### config.mk
export PLATFORM = sky130hd
export DESIGN_NAME = multicycle_controller
export DESIGN_NICKNAME = d
export VERILOG_FILES = /design/src/rtl/multicycle_controller.sv
export SDC_FILE = /design/constraint.sdc
export NUM_CORES = 1
export LEC_CHECK = 0
export ABC_AREA = 1
export CELL_PAD_IN_SITES_DETAIL_PLACEMENT = 1
export CELL_PAD_IN_SITES_GLOBAL_PLACEMENT = 1
export CORE_MARGIN = 2
export CORE_UTILIZATION = 26
export CTS_CLUSTER_DIAMETER = 150
export DETAILED_ROUTE_END_ITERATION = 10
export PLACE_DENSITY = 0.8
export SETUP_SLACK_MARGIN = 0.02
export SKIP_LAST_GASP = 1
export SLEW_MARGIN = 40
export SYNTH_ARGS = -nofsm -noshare
export SYNTH_HDL_FRONTEND = slang
export SYNTH_SLANG_ARGS = --single-unit
### constraint.sdc
create_clock -name clk -period 2.3 [get_ports clk]
set_input_delay 0.46 -clock clk [delete_from_list [all_inputs] [get_ports clk]]
set_output_delay 0.46 -clock clk [all_outputs]
set_load 0.03 [all_outputs]
### src/rtl/multicycle_controller.sv
// multicycle_controller
//   Control FSM for a multicycle MIPS-subset datapath. Each instruction walks
//   FETCH -> DECODE -> execute/memory/writeback states and returns to FETCH.
//   The controls decode from the registered state. Only the BRANCH, REXEC and
//   IEXEC controls, and the illegal flag in DECODE, also look at opcode/func.
//
// Configuration macro:
//   MC_JAL_JR_EN - when defined, adds the JAL (opcode 3) and JR (R-type func 8)
//                  states; when undefined both encodings decode as illegal
//                  and link is tied to 0.
//
// Ports:
//   clk            in   rising-edge clock
//   rst            in   asynchronous active-high reset; forces every output to 0
//   opcode[5:0]    in   IR[31:26]
//   func[5:0]      in   IR[5:0]
//   AluOperation   out  000 AND, 001 OR, 010 ADD, 110 SUB, 111 SLT
//   PCSrc          out  00 ALU, 01 ALUOut, 10 jump target, 11 register A
//   AluSrcB        out  00 B, 01 const 4, 10 sign-ext imm, 11 shifted imm
//   AluSrcA, IorD, IRWrite, MemRead, MemWrite, MemToReg, RegDst, RegWrite,
//   link, PCWrite, PCWriteCond, branch   out  datapath controls
//   illegal        out  one-cycle pulse on an unsupported instruction
module multicycle_controller (
  input  logic       clk,
  input  logic       rst,
  input  logic [5:0] opcode,
  input  logic [5:0] func,
  output logic [2:0] AluOperation,
  output logic [1:0] PCSrc,
  output logic [1:0] AluSrcB,
  output logic       AluSrcA,
  output logic       IorD,
  output logic       IRWrite,
  output logic       MemRead,
  output logic       MemWrite,
  output logic       MemToReg,
  output logic       RegDst,
  output logic       RegWrite,
  output logic       link,
  output logic       PCWrite,
  output logic       PCWriteCond,
  output logic       branch,
  output logic       illegal
);

  typedef enum logic [3:0] {
    FETCH  = 4'd0,  DECODE = 4'd1,  MEMADR = 4'd2,  MEMRD = 4'd3,
    MEMWB  = 4'd4,  MEMWR  = 4'd5,  REXEC  = 4'd6,  RWB   = 4'd7,
    IEXEC  = 4'd8,  IWB    = 4'd9,  BRANCH = 4'd10, JUMP  = 4'd11
`ifdef MC_JAL_JR_EN
    , JAL  = 4'd12, JR     = 4'd13
`endif
  } state_t;

  localparam logic [5:0] OP_RTYPE = 6'd0,  OP_J    = 6'd2,  OP_JAL = 6'd3;
  localparam logic [5:0] OP_BEQ   = 6'd4,  OP_BNE  = 6'd5,  OP_ADDI = 6'd8;
  localparam logic [5:0] OP_SLTI  = 6'd10, OP_LW   = 6'd35, OP_SW  = 6'd43;
  localparam logic [5:0] FN_JR    = 6'd8,  FN_ADD  = 6'd32, FN_SUB = 6'd34;
  localparam logic [5:0] FN_AND   = 6'd36, FN_OR   = 6'd37, FN_SLT = 6'd42;

  localparam logic [2:0] ALU_AND = 3'b000, ALU_OR  = 3'b001, ALU_ADD = 3'b010;
  localparam logic [2:0] ALU_SUB = 3'b110, ALU_SLT = 3'b111;

  // ALU operation for an R-type func; unsupported funcs give 000
  function automatic logic [2:0] rAluOp(input logic [5:0] f);
    case (f)
      FN_ADD:  rAluOp = ALU_ADD;
      FN_SUB:  rAluOp = ALU_SUB;
      FN_AND:  rAluOp = ALU_AND;
      FN_OR:   rAluOp = ALU_OR;
      FN_SLT:  rAluOp = ALU_SLT;
      default: rAluOp = 3'b000;
    endcase
  endfunction

  // True for funcs that REXEC can execute (JR never reaches REXEC when enabled)
  function automatic logic rFuncLegal(input logic [5:0] f);
    case (f)
      FN_ADD, FN_SUB, FN_AND, FN_OR, FN_SLT: rFuncLegal = 1'b1;
      default:                               rFuncLegal = 1'b0;
    endcase
  endfunction

  // True for opcodes DECODE dispatches somewhere other than back to FETCH
  function automatic logic opLegal(input logic [5:0] op);
    case (op)
      OP_RTYPE, OP_J, OP_BEQ, OP_BNE, OP_ADDI, OP_SLTI, OP_LW, OP_SW: opLegal = 1'b1;
`ifdef MC_JAL_JR_EN
      OP_JAL:  opLegal = 1'b1;
`endif
      default: opLegal = 1'b0;
    endcase
  endfunction

  state_t     stateR;
  logic [2:0] aluOpS;
  logic [1:0] pcSrcS, aluSrcBS;
  logic       aluSrcAS, iorDS, irWriteS, memReadS, memWriteS, memToRegS;
  logic       regDstS, regWriteS, pcWriteS, pcWriteCondS, branchS, illegalS;
`ifdef MC_JAL_JR_EN
  logic       linkS;
`endif

  // State register and next-state dispatch
  always_ff @(posedge clk or posedge rst) begin
    if (rst) begin
      stateR <= FETCH;
    end else begin
      case (stateR)
        FETCH:  stateR <= DECODE;
        DECODE: begin
          case (opcode)
            OP_LW, OP_SW:     stateR <= MEMADR;
`ifdef MC_JAL_JR_EN
            OP_RTYPE:         stateR <= (func == FN_JR) ? JR : REXEC;
            OP_JAL:           stateR <= JAL;
`else
            OP_RTYPE:         stateR <= REXEC;
`endif
            OP_ADDI, OP_SLTI: stateR <= IEXEC;
            OP_BEQ, OP_BNE:   stateR <= BRANCH;
            OP_J:             stateR <= JUMP;
            default:          stateR <= FETCH;
          endcase
        end
        MEMADR: stateR <= (opcode == OP_SW) ? MEMWR : MEMRD;
        MEMRD:  stateR <= MEMWB;
        REXEC:  stateR <= rFuncLegal(func) ? RWB : FETCH;
        IEXEC:  stateR <= IWB;
        default: stateR <= FETCH;
      endcase
    end
  end

  // Moore output decode. The IR loads on the edge that enters DECODE, so the
  // opcode-dependent controls must follow the live IR rather than a copy
  // registered on that same edge.
  always_comb begin
    aluOpS = 3'b000; pcSrcS = 2'b00; aluSrcBS = 2'b00; aluSrcAS = 1'b0;
    iorDS = 1'b0; irWriteS = 1'b0; memReadS = 1'b0; memWriteS = 1'b0;
    memToRegS = 1'b0; regDstS = 1'b0; regWriteS = 1'b0; pcWriteS = 1'b0;
    pcWriteCondS = 1'b0; branchS = 1'b0; illegalS = 1'b0;
`ifdef MC_JAL_JR_EN
    linkS = 1'b0;
`endif
    case (stateR)
      FETCH: begin
        memReadS = 1'b1; irWriteS = 1'b1; aluSrcBS = 2'b01;
        aluOpS = ALU_ADD; pcWriteS = 1'b1;
      end
      DECODE: begin
        aluSrcBS = 2'b11; aluOpS = ALU_ADD; illegalS = ~opLegal(opcode);
      end
      MEMADR: begin aluSrcAS = 1'b1; aluSrcBS = 2'b10; aluOpS = ALU_ADD; end
      MEMRD:  begin iorDS = 1'b1; memReadS = 1'b1; end
      MEMWB:  begin memToRegS = 1'b1; regWriteS = 1'b1; end
      MEMWR:  begin iorDS = 1'b1; memWriteS = 1'b1; end
      REXEC: begin
        aluSrcAS = 1'b1; aluOpS = rAluOp(func); illegalS = ~rFuncLegal(func);
      end
      RWB:    begin regDstS = 1'b1; regWriteS = 1'b1; end
      IEXEC: begin
        aluSrcAS = 1'b1; aluSrcBS = 2'b10;
        aluOpS = (opcode == OP_SLTI) ? ALU_SLT : ALU_ADD;
      end
      IWB:    regWriteS = 1'b1;
      BRANCH: begin
        aluSrcAS = 1'b1; aluOpS = ALU_SUB; pcSrcS = 2'b01; pcWriteCondS = 1'b1;
        branchS = (opcode == OP_BEQ);
      end
      JUMP:   begin pcSrcS = 2'b10; pcWriteS = 1'b1; end
`ifdef MC_JAL_JR_EN
      JAL:    begin pcSrcS = 2'b10; pcWriteS = 1'b1; linkS = 1'b1; regWriteS = 1'b1; end
      JR:     begin pcSrcS = 2'b11; pcWriteS = 1'b1; end
`endif
      default: illegalS = 1'b0;
    endcase
  end

  // Reset gates every control low immediately, independent of the clock
  assign AluOperation = rst ? 3'b000 : aluOpS;
  assign PCSrc        = rst ? 2'b00  : pcSrcS;
  assign AluSrcB      = rst ? 2'b00  : aluSrcBS;
  assign AluSrcA      = ~rst & aluSrcAS;
  assign IorD         = ~rst & iorDS;
  assign IRWrite      = ~rst & irWriteS;
  assign MemRead      = ~rst & memReadS;
  assign MemWrite     = ~rst & memWriteS;
  assign MemToReg     = ~rst & memToRegS;
  assign RegDst       = ~rst & regDstS;
  assign RegWrite     = ~rst & regWriteS;
  assign PCWrite      = ~rst & pcWriteS;
  assign PCWriteCond  = ~rst & pcWriteCondS;
  assign branch       = ~rst & branchS;
  assign illegal      = ~rst & illegalS;
`ifdef MC_JAL_JR_EN
  assign link         = ~rst & linkS;
`else
  assign link         = 1'b0;
`endif

endmodule

======== Yosys cells after proc, flatten, opt, wreduce, memory -nomap -nowiden ========
Cells that the tools add are included.
storage, ports and cells
  register bits after elaboration ......... 4
  bits of input ports ..................... 14
  output and inout bits ................... 20
  logic and storage cells ................. 81
cells by class
  eq/ne operators ......................... 23
  mux-type cells .......................... 28
  bitwise logic cells ..................... 15
  reduce and logical (&&, ||, !) cells .... 14
operators by type and width
  kind                                                                   count
  6-bit equality test, second input constant                             7
  3-bit case mux with 4 select lines                                     2
  4-bit case mux with 6 select lines                                     1
  4-bit case mux with 5 select lines                                     1
  4-bit by 3-bit equality test with 1-bit output, second input constant  4
  4-bit equality test, second input constant                             4
  1-bit two-way mux                                                      15
  2-bit OR reduction                                                     7
  1-bit bitwise AND                                                      12
  6-bit by 3-bit equality test with 1-bit output, second input constant  2
  6-bit by 4-bit equality test with 1-bit output, second input constant  2
  3-bit two-way mux                                                      4
  4-bit by 2-bit equality test with 1-bit output, second input constant  2
  8-bit OR reduction                                                     1
  6-bit by 2-bit equality test with 1-bit output, second input constant  1
  6-bit zero test                                                        1
  2-bit case mux with 3 select lines                                     1
  3-bit OR reduction                                                     2
  5-bit OR reduction                                                     1
  4-bit by 1-bit equality test with 1-bit output, second input constant  1
  4-bit zero test                                                        1
  2-bit two-way mux                                                      2
  2-bit case mux with 2 select lines                                     1
  4-bit OR reduction                                                     1
  other kinds (2)                                                        4

======== Depth between registers and ports, before layout ========
Gate-level depths: netlist of run 1.
  depth in word-level cells ............... 7
  gate-level depth with buffers ........... 9
  mapped depth without buffers ............ 9

======== Least setup slack after synthesis of run 1 ========
OpenSTA, ideal clock, no wires.
  path kind ............................... input to output
  start point ............................. input rst
  end point ............................... output branch
  data arrival time ....................... 1.853 ns
  required time ........................... 1.840 ns
  setup slack ............................. -0.013 ns
  stages .................................. 4
  buffers on the path ..................... 1
  path through ............................ buf_4 -> inv_1 -> nand2_1 -> nor4_1
on the way
  word-level cells in the longest chain between the ends .. 2
ends and longest elaborated chain
  element            RTL line  RTL
  start, declared    25        input logic rst,
  1-bit inverter     194       assign branch = ~rst & branchS;
  1-bit bitwise AND  194
  end, declared      42        output logic branch,
Every way passes these cells.

======== Worst setup path in the final report of run 1 ========
  start point ............................. input opcode[1]
  end point ............................... output AluOperation[0]
on the way
  word-level cells in the longest chain between the ends .. 4
ends and longest elaborated chain
  element                                         RTL line  RTL
  start, declared                                 26        input logic [5:0] opcode,
  6-bit by 4-bit equality test with 1-bit output  164       aluOpS = (opcode == OP_SLTI) ? ALU_SLT : ALU_ADD;
  3-bit two-way mux                               164
  3-bit case mux with 4 select lines              146       case (stateR)
  3-bit two-way mux                               181       assign AluOperation = rst ? 3'b000 : aluOpS;
  end, declared                                   28        output logic [2:0] AluOperation,
Every way passes these cells.

==> results_dict.tcl, run 1 <==
set metrics [dict create \
    outcome "finished clean" \
    wl_met2_mm 1.399 \
    timing.rr.start "stateR[3]" \
    synth_top_family_by_area "simple AND/OR/NAND/NOR gates" \
    dr_total_vias 981 \
    cp-end-kind "output port" \
    num_rows 18 \
    clkTransAtPathRegs_ns 0.04 \
    grt_usage_pct 19.60 \
    grt_max_degree 9 \
    synth_mux_area_share_pct 0 \
    vdd_ir_drop_max_v 0.0005372 \
    maxCapViolCount 0 \
    pin_count 34 \
    drive_gt1_share_pct 28.49 \
    n_antenna_cell 0 \
    dr.pass1.iters 4 \
    switching_share_pct 55.10 \
    pre_cts_slack_ns -0.3454 \
    top_register "stateR" \
    final_common_cell "nand2_1" \
    clock_path_buffers 2 \
    die_h_um 55.07 \
    final_util_pct 45.10 \
    p_comb_share_pct 71.2 \
    path_class "input pin to output port" \
    cts_tree "built" \
    route.met3.wl_um 121 \
    top_layer "met4" \
    min_period_over_period_pct 97.02 \
    synth_simple_gate_area_share_pct 52.21 \
    ys_seq_elements 4 \
    syn_inst 130 \
    hp-class "input pin to async pin" \
    fp.dieW_um 55.07 \
    syn_area_um2 678.2 \
    cp_max_fo 3 \
    setup_ws_ns 0.06859 \
    syn_area_per_cell_um2 5.217 \
    synthAdderAreaFrac_pct 0 \
    ys_types 22 \
    drt_first_iter_violations 8 \
    gr-total-overflow 0 \
    rrSetupSlack_ns 1.04 \
    postRouteAntennaNets 0 \
    synth-compound-area-share_pct 14.76 \
    core_area_um2 2477 \
    portBuffers 32 \
    nets 188 \
    grt_pass1_vias 968 \
    cp-start-kind "input pin" \
    reg2reg_depth 6 \
    largest_register_ffs 4 \
    numClockSinks 4 \
    p_leak_nw 0.6534 \
    clkLatencyLatePin_ns 0.24 \
    clock_power_share_pct 12.4 \
    antenna_found_initial 0 \
    max_clock_freq_ghz 0.4481 \
    switchingPower_w 0.0004101 \
    p_seq_share_pct 16.4 \
    ys_seq_area_share_pct 14.76 \
    drv_slew 0 \
    whs_ns 0.6335 \
    top_regs "stateR x4" \
    synth-xor-area-share_pct 0 \
    initial_core_util_pct 27.37 \
    wl_met1_mm 1.132 \
    min_period_ns 2.231 \
    worstReg2RegEnd "stateR[0]" \
    finalHoldViolCount 0 \
    tns_ns 0 \
    setup_violations 0 \
    internal_power_w 0.0003342 \
    place.gp.congestion 0.8454 \
    ys_warn_count 0 \
    skew_ns 0.0009809 \
    power.density_nw_per_um2 666.1 \
    cts_max_level 1 \
    numCtsBuffers 3 \
    syn_nets 144 \
    dieArea_um2 3033 \
    place_hpwl_mm 2.164 \
    syn_to_final_growth_pct 64.76 \
    root_buffer "clkbuf_4" \
    rsz0062_at_grt "yes" \
    final_cell_mix "nand2_1, buf_4, inv_1, nor2_1, nand3_1" \
    drt-total-wl_mm 2.688 \
    route.detailed.drc 0 \
    drt-wirelength-per-cell_um 13.31 \
    avgViaCountPerCell 4.856 \
    arrival_ns 1.77 \
    cts-hold-fix-buffers 0 \
    grt_pass1_wl_mm 4.222 \
    required_ns 1.84 \
    nFillCells 362 \
]
Yosys cell counts:
library cell | instances | area [um^2]
nand2_4 | 1 | 11.26
o21ai_0 | 8 | 40.04
nor3_4 | 1 | 16.27
nor2_4 | 1 | 11.26
dfrtp_1 | 4 | 100.1
nor2_2 | 1 | 6.260
a211oi_1 | 1 | 7.510
inv_1 | 25 | 93.84
o211ai_1 | 2 | 15.01
nand2_1 | 31 | 116.4
nor2_1 | 26 | 97.59
nand4_1 | 2 | 12.51
a21oi_1 | 5 | 25.02
buf_4 | 3 | 22.52
nand3_2 | 1 | 10.01
or3_1 | 1 | 6.260
conb_1 | 1 | 3.750
nand3_1 | 10 | 50.05
nor4_1 | 1 | 6.260
nor3_1 | 2 | 10.01
o22ai_1 | 2 | 12.51
inv_2 | 1 | 3.750
worst max-delay path: stages:
cell             delay (ns)
clkdlybuf4s50_1        0.52
inv_2                  0.08
nor2_4                 0.12
nand3_2                0.08
inv_1                  0.07
nand2_1                0.06
o21ai_0                0.08
nor2_1                 0.06
nor2_1                 0.08
buf_4                  0.16
timing repair:
action / in CTS / in global routing
setup endpoints to repair: 5 / 5
resized for setup: 8 / 15
buffers inserted: 0 / 0
pin swaps: 0 / 2
through the flow:
| stage | power [W] | std cells | instance area, um^2 |
|---|---|---|---|
| 6_report | 0.0007442 | 202 | 1117 |
| 4_1_cts | 0.0007420 | 202 | 1085 |
| 3_5_place_dp | 0.0006467 | 199 | 1050 |
| 5_1_grt | 0.0007999 | 202 | 1117 |
| 2_1_floorplan | 0.0004425 | 130 | 684.4 |
| 3_3_place_gp | 0.0006307 | 199 | 1050 |
power groups by stage:
| stage | Clock, W | Sequential (W) | Combinational, W |
|---|---|---|---|
| final | 0.0000921 | 0.000122 | 0.000530 |
| after global routing | 0.0000995 | 0.000125 | 0.000575 |
| after CTS | 0.0000936 | 0.000121 | 0.000528 |
| after detailed placement | 0 | 0.000122 | 0.000525 |
| after global placement | 0 | 0.000120 | 0.000510 |
| after floorplan | 0 | 0.000113 | 0.000330 |
per-layer routing:
metal / GRT usage (%) / vias to the layer above
li1: - / 494
met1: 23.70 / 455
met2: 34.72 / 26
met3: 2.419 / 6
met4: 8.130 / 0
met5: 0 / -
worst max-delay path by stage:
stage                   start         endpoint  slack, ns  cells after the start
floorplan                 rst         RegWrite       0.14                      5
global placement          rst         RegWrite      -0.24                      6
detailed placement        rst         RegWrite      -0.35                      6
CTS                       rst         RegWrite      -0.03                      6
global route        opcode[1]  AluOperation[0]      -0.05                     10
finish              opcode[1]  AluOperation[0]       0.07                     10
kinds of logic (layout without fill, tap and decap cells):
logic type / count (synthesis) / count (layout)
and+or+nand+nor: 78 / 78
buffers and inverters: 29 / 71
AOI/OAI and AO/OA: 18 / 18
DFF: 4 / 4
other: 1 / 1
area by class of cell:
cell class | instances | area, um^2 | area share, %
repair buffers | 42 | 357.8 | 32.03
multi-input cells | 97 | 500.5 | 44.79
flip-flops and latches | 4 | 101.3 | 9.071
inverters | 26 | 97.59 | 8.735
clock buffers | 3 | 22.52 | 2.016
well taps | 30 | 37.54 | 3.359
Power figures use the tool's default switching activity.
==> run 2, diff against run 1 <==
--- a/config.mk
+++ b/config.mk
@@ -13,6 +13,7 @@
 export CTS_CLUSTER_DIAMETER = 150
 export DETAILED_ROUTE_END_ITERATION = 10
 export PLACE_DENSITY = 0.8
+export RECOVER_POWER = 50
 export SETUP_SLACK_MARGIN = 0.02
 export SKIP_LAST_GASP = 1
 export SLEW_MARGIN = 40
==> run 2 against run 1 <==
Register-to-register slack about the same. Cell count unchanged. Count of clock-buffer cells in the layout unchanged. Power hardly changed. Critical path depth is 4 lower. Die area unchanged. First-iteration DRC count is the same. Worst setup slack got worse by 0.066 ns. Sequential cell count stayed put.
==> results_dict.tcl, run 2 (synthesized netlist as in run 1, its figures left out) <==
set metrics [dict create \
    clkTransAtPathRegs_ns 0.04 \
    core_area_um2 2477 \
    antenna_found_initial 0 \
    final_cell_mix "nand2_1, buf_4, inv_1, nor2_1, nand3_1" \
    drv_slew 0 \
    route.detailed.drc 0 \
    n_antenna_cell 0 \
    cts_tree "built" \
    top_register "stateR" \
    grt_max_degree 9 \
    avgViaCountPerCell 4.856 \
    largest_register_ffs 4 \
    final_cells 202 \
    clock_path_buffers 2 \
    path_class "input pin to output port" \
    gr-total-overflow 0 \
    dieArea_um2 3033 \
    vdd_ir_drop_max_v 0.0005371 \
    p_leak_nw 0.6537 \
    grt_usage_pct 19.60 \
    postRouteAntennaNets 0 \
    arrival_ns 1.84 \
    setup_violations 0 \
    root_buffer "clkbuf_4" \
    rsz0062_at_grt "yes" \
    finalHoldViolCount 0 \
    post-cts-setup-buffers 0 \
    power.density_nw_per_um2 665.8 \
    crit_slowest_cell "dlygate4sd3_1" \
    crit_path_cell_trace "dlygate4sd3_1 > inv_1 > nand2_1 > nor2_1 > or3_1 > buf_2" \
    grt_pass1_vias 968 \
    initial_core_util_pct 27.37 \
    grt_pass1_wl_mm 4.222 \
    portBuffers 32 \
    final_util_pct 45.10 \
    min_period_ns 2.297 \
    report.power.total_w 0.0007439 \
    drt_first_iter_violations 8 \
    dr_total_vias 981 \
    pin_count 34 \
    syn_to_final_growth_pct 64.76 \
    cp-end-kind "output port" \
    placed_cells 199 \
    top_regs "stateR x4" \
    hp-class "input pin to flip-flop" \
    maxCapViolCount 0 \
    outcome "finished clean" \
    nets 188 \
    dpl_cell_area_um2 1050 \
    numClockSinks 4 \
    final_area_um2 1117 \
    required_ns 1.84 \
    cp-start-kind "input pin" \
    drive_gt1_share_pct 28.49 \
    place.gp.congestion 0.8454 \
    fp.dieW_um 55.07 \
    place_hpwl_mm 2.164 \
    tns_ns 0 \
    final_common_cell "nand2_1" \
    drt-wirelength-per-cell_um 13.31 \
    cts-hold-fix-buffers 0 \
    dr.pass1.iters 4 \
    cp_num_buf_inv 3 \
    cp_max_fo 3 \
    num_rows 18 \
    cts_max_level 1 \
    max_clock_freq_ghz 0.4353 \
    skew_ns 0.0009809 \
    clkLatencyLatePin_ns 0.24 \
    crit_family "buffers and inverters" \
    die_h_um 55.07 \
    crit_path_max_incr_delay_ns 0.58 \
    numCtsBuffers 3 \
    drt-total-wl_mm 2.688 \
    min_period_over_period_pct 99.89 \
]
run 2: tightest hold or removal path, stage by stage:
cell and delay (ns):
dlymetal6s2s_1 0.15, nor2_2 0.08, nand3_1 0.08, nand4_1 0.08
run 2: report_power, final:
part           leakage, nW  internal, W  switching (W)
Combinational        0.588     0.000184       0.000345
Clock               0.0138    0.0000587      0.0000334
Sequential          0.0515    0.0000908      0.0000316
run 2: final cells by class:
cell class	instances	area [um^2]
fill	362	1360
multi-input combinational	97	500.5
timing repair buffer	42	357.8
inverter	26	97.59
sequential	4	101.3
tap	30	37.54
clock buffer	3	22.52
run 2: timing repair:
action,CTS,global route
endpoints found under the setup margin,5,5
pin swaps,0,2
resized for setup,8,15
run 2: path summary, 6_finish.rpt:
| kind | startpoint | to | slack [ns] | cells after the start |
|---|---|---|---|---|
| worst min-delay path | opcode[2] | stateR[2] | 0.67 | 4 |
| worst max register to register | stateR[3] | stateR[0] | 1.04 | 6 |
| min in group asynchronous | rst | stateR[2] | 0.76 | 3 |
| max in group asynchronous | rst | stateR[1] | 1.40 | 3 |
| worst min register to register | stateR[3] | stateR[0] | 0.80 | 3 |
| worst max-delay path | rst | RegWrite | 0.003 | 6 |
run 2: routing by layer:
metal / up-vias / part of all wire, % / GRT usage (%)
li1: 494 / - / -
met3: 6 / 4.5 / 2.419
met2: 26 / 52 / 34.72
met4: 0 / 1.3 / 8.130
met1: 455 / 42 / 23.70
met5: - / 0 / 0
run 2: per-stage QoR:
stage	worst slack (ns)	hold slack [ns]
final	0.002642	0.6667
after global placement	-0.2435	0.7695
after detailed placement	-0.3454	0.7834
after global routing	-0.05453	0.7269
after CTS	-0.02769	0.6315
after floorplan	0.1379	0.4208
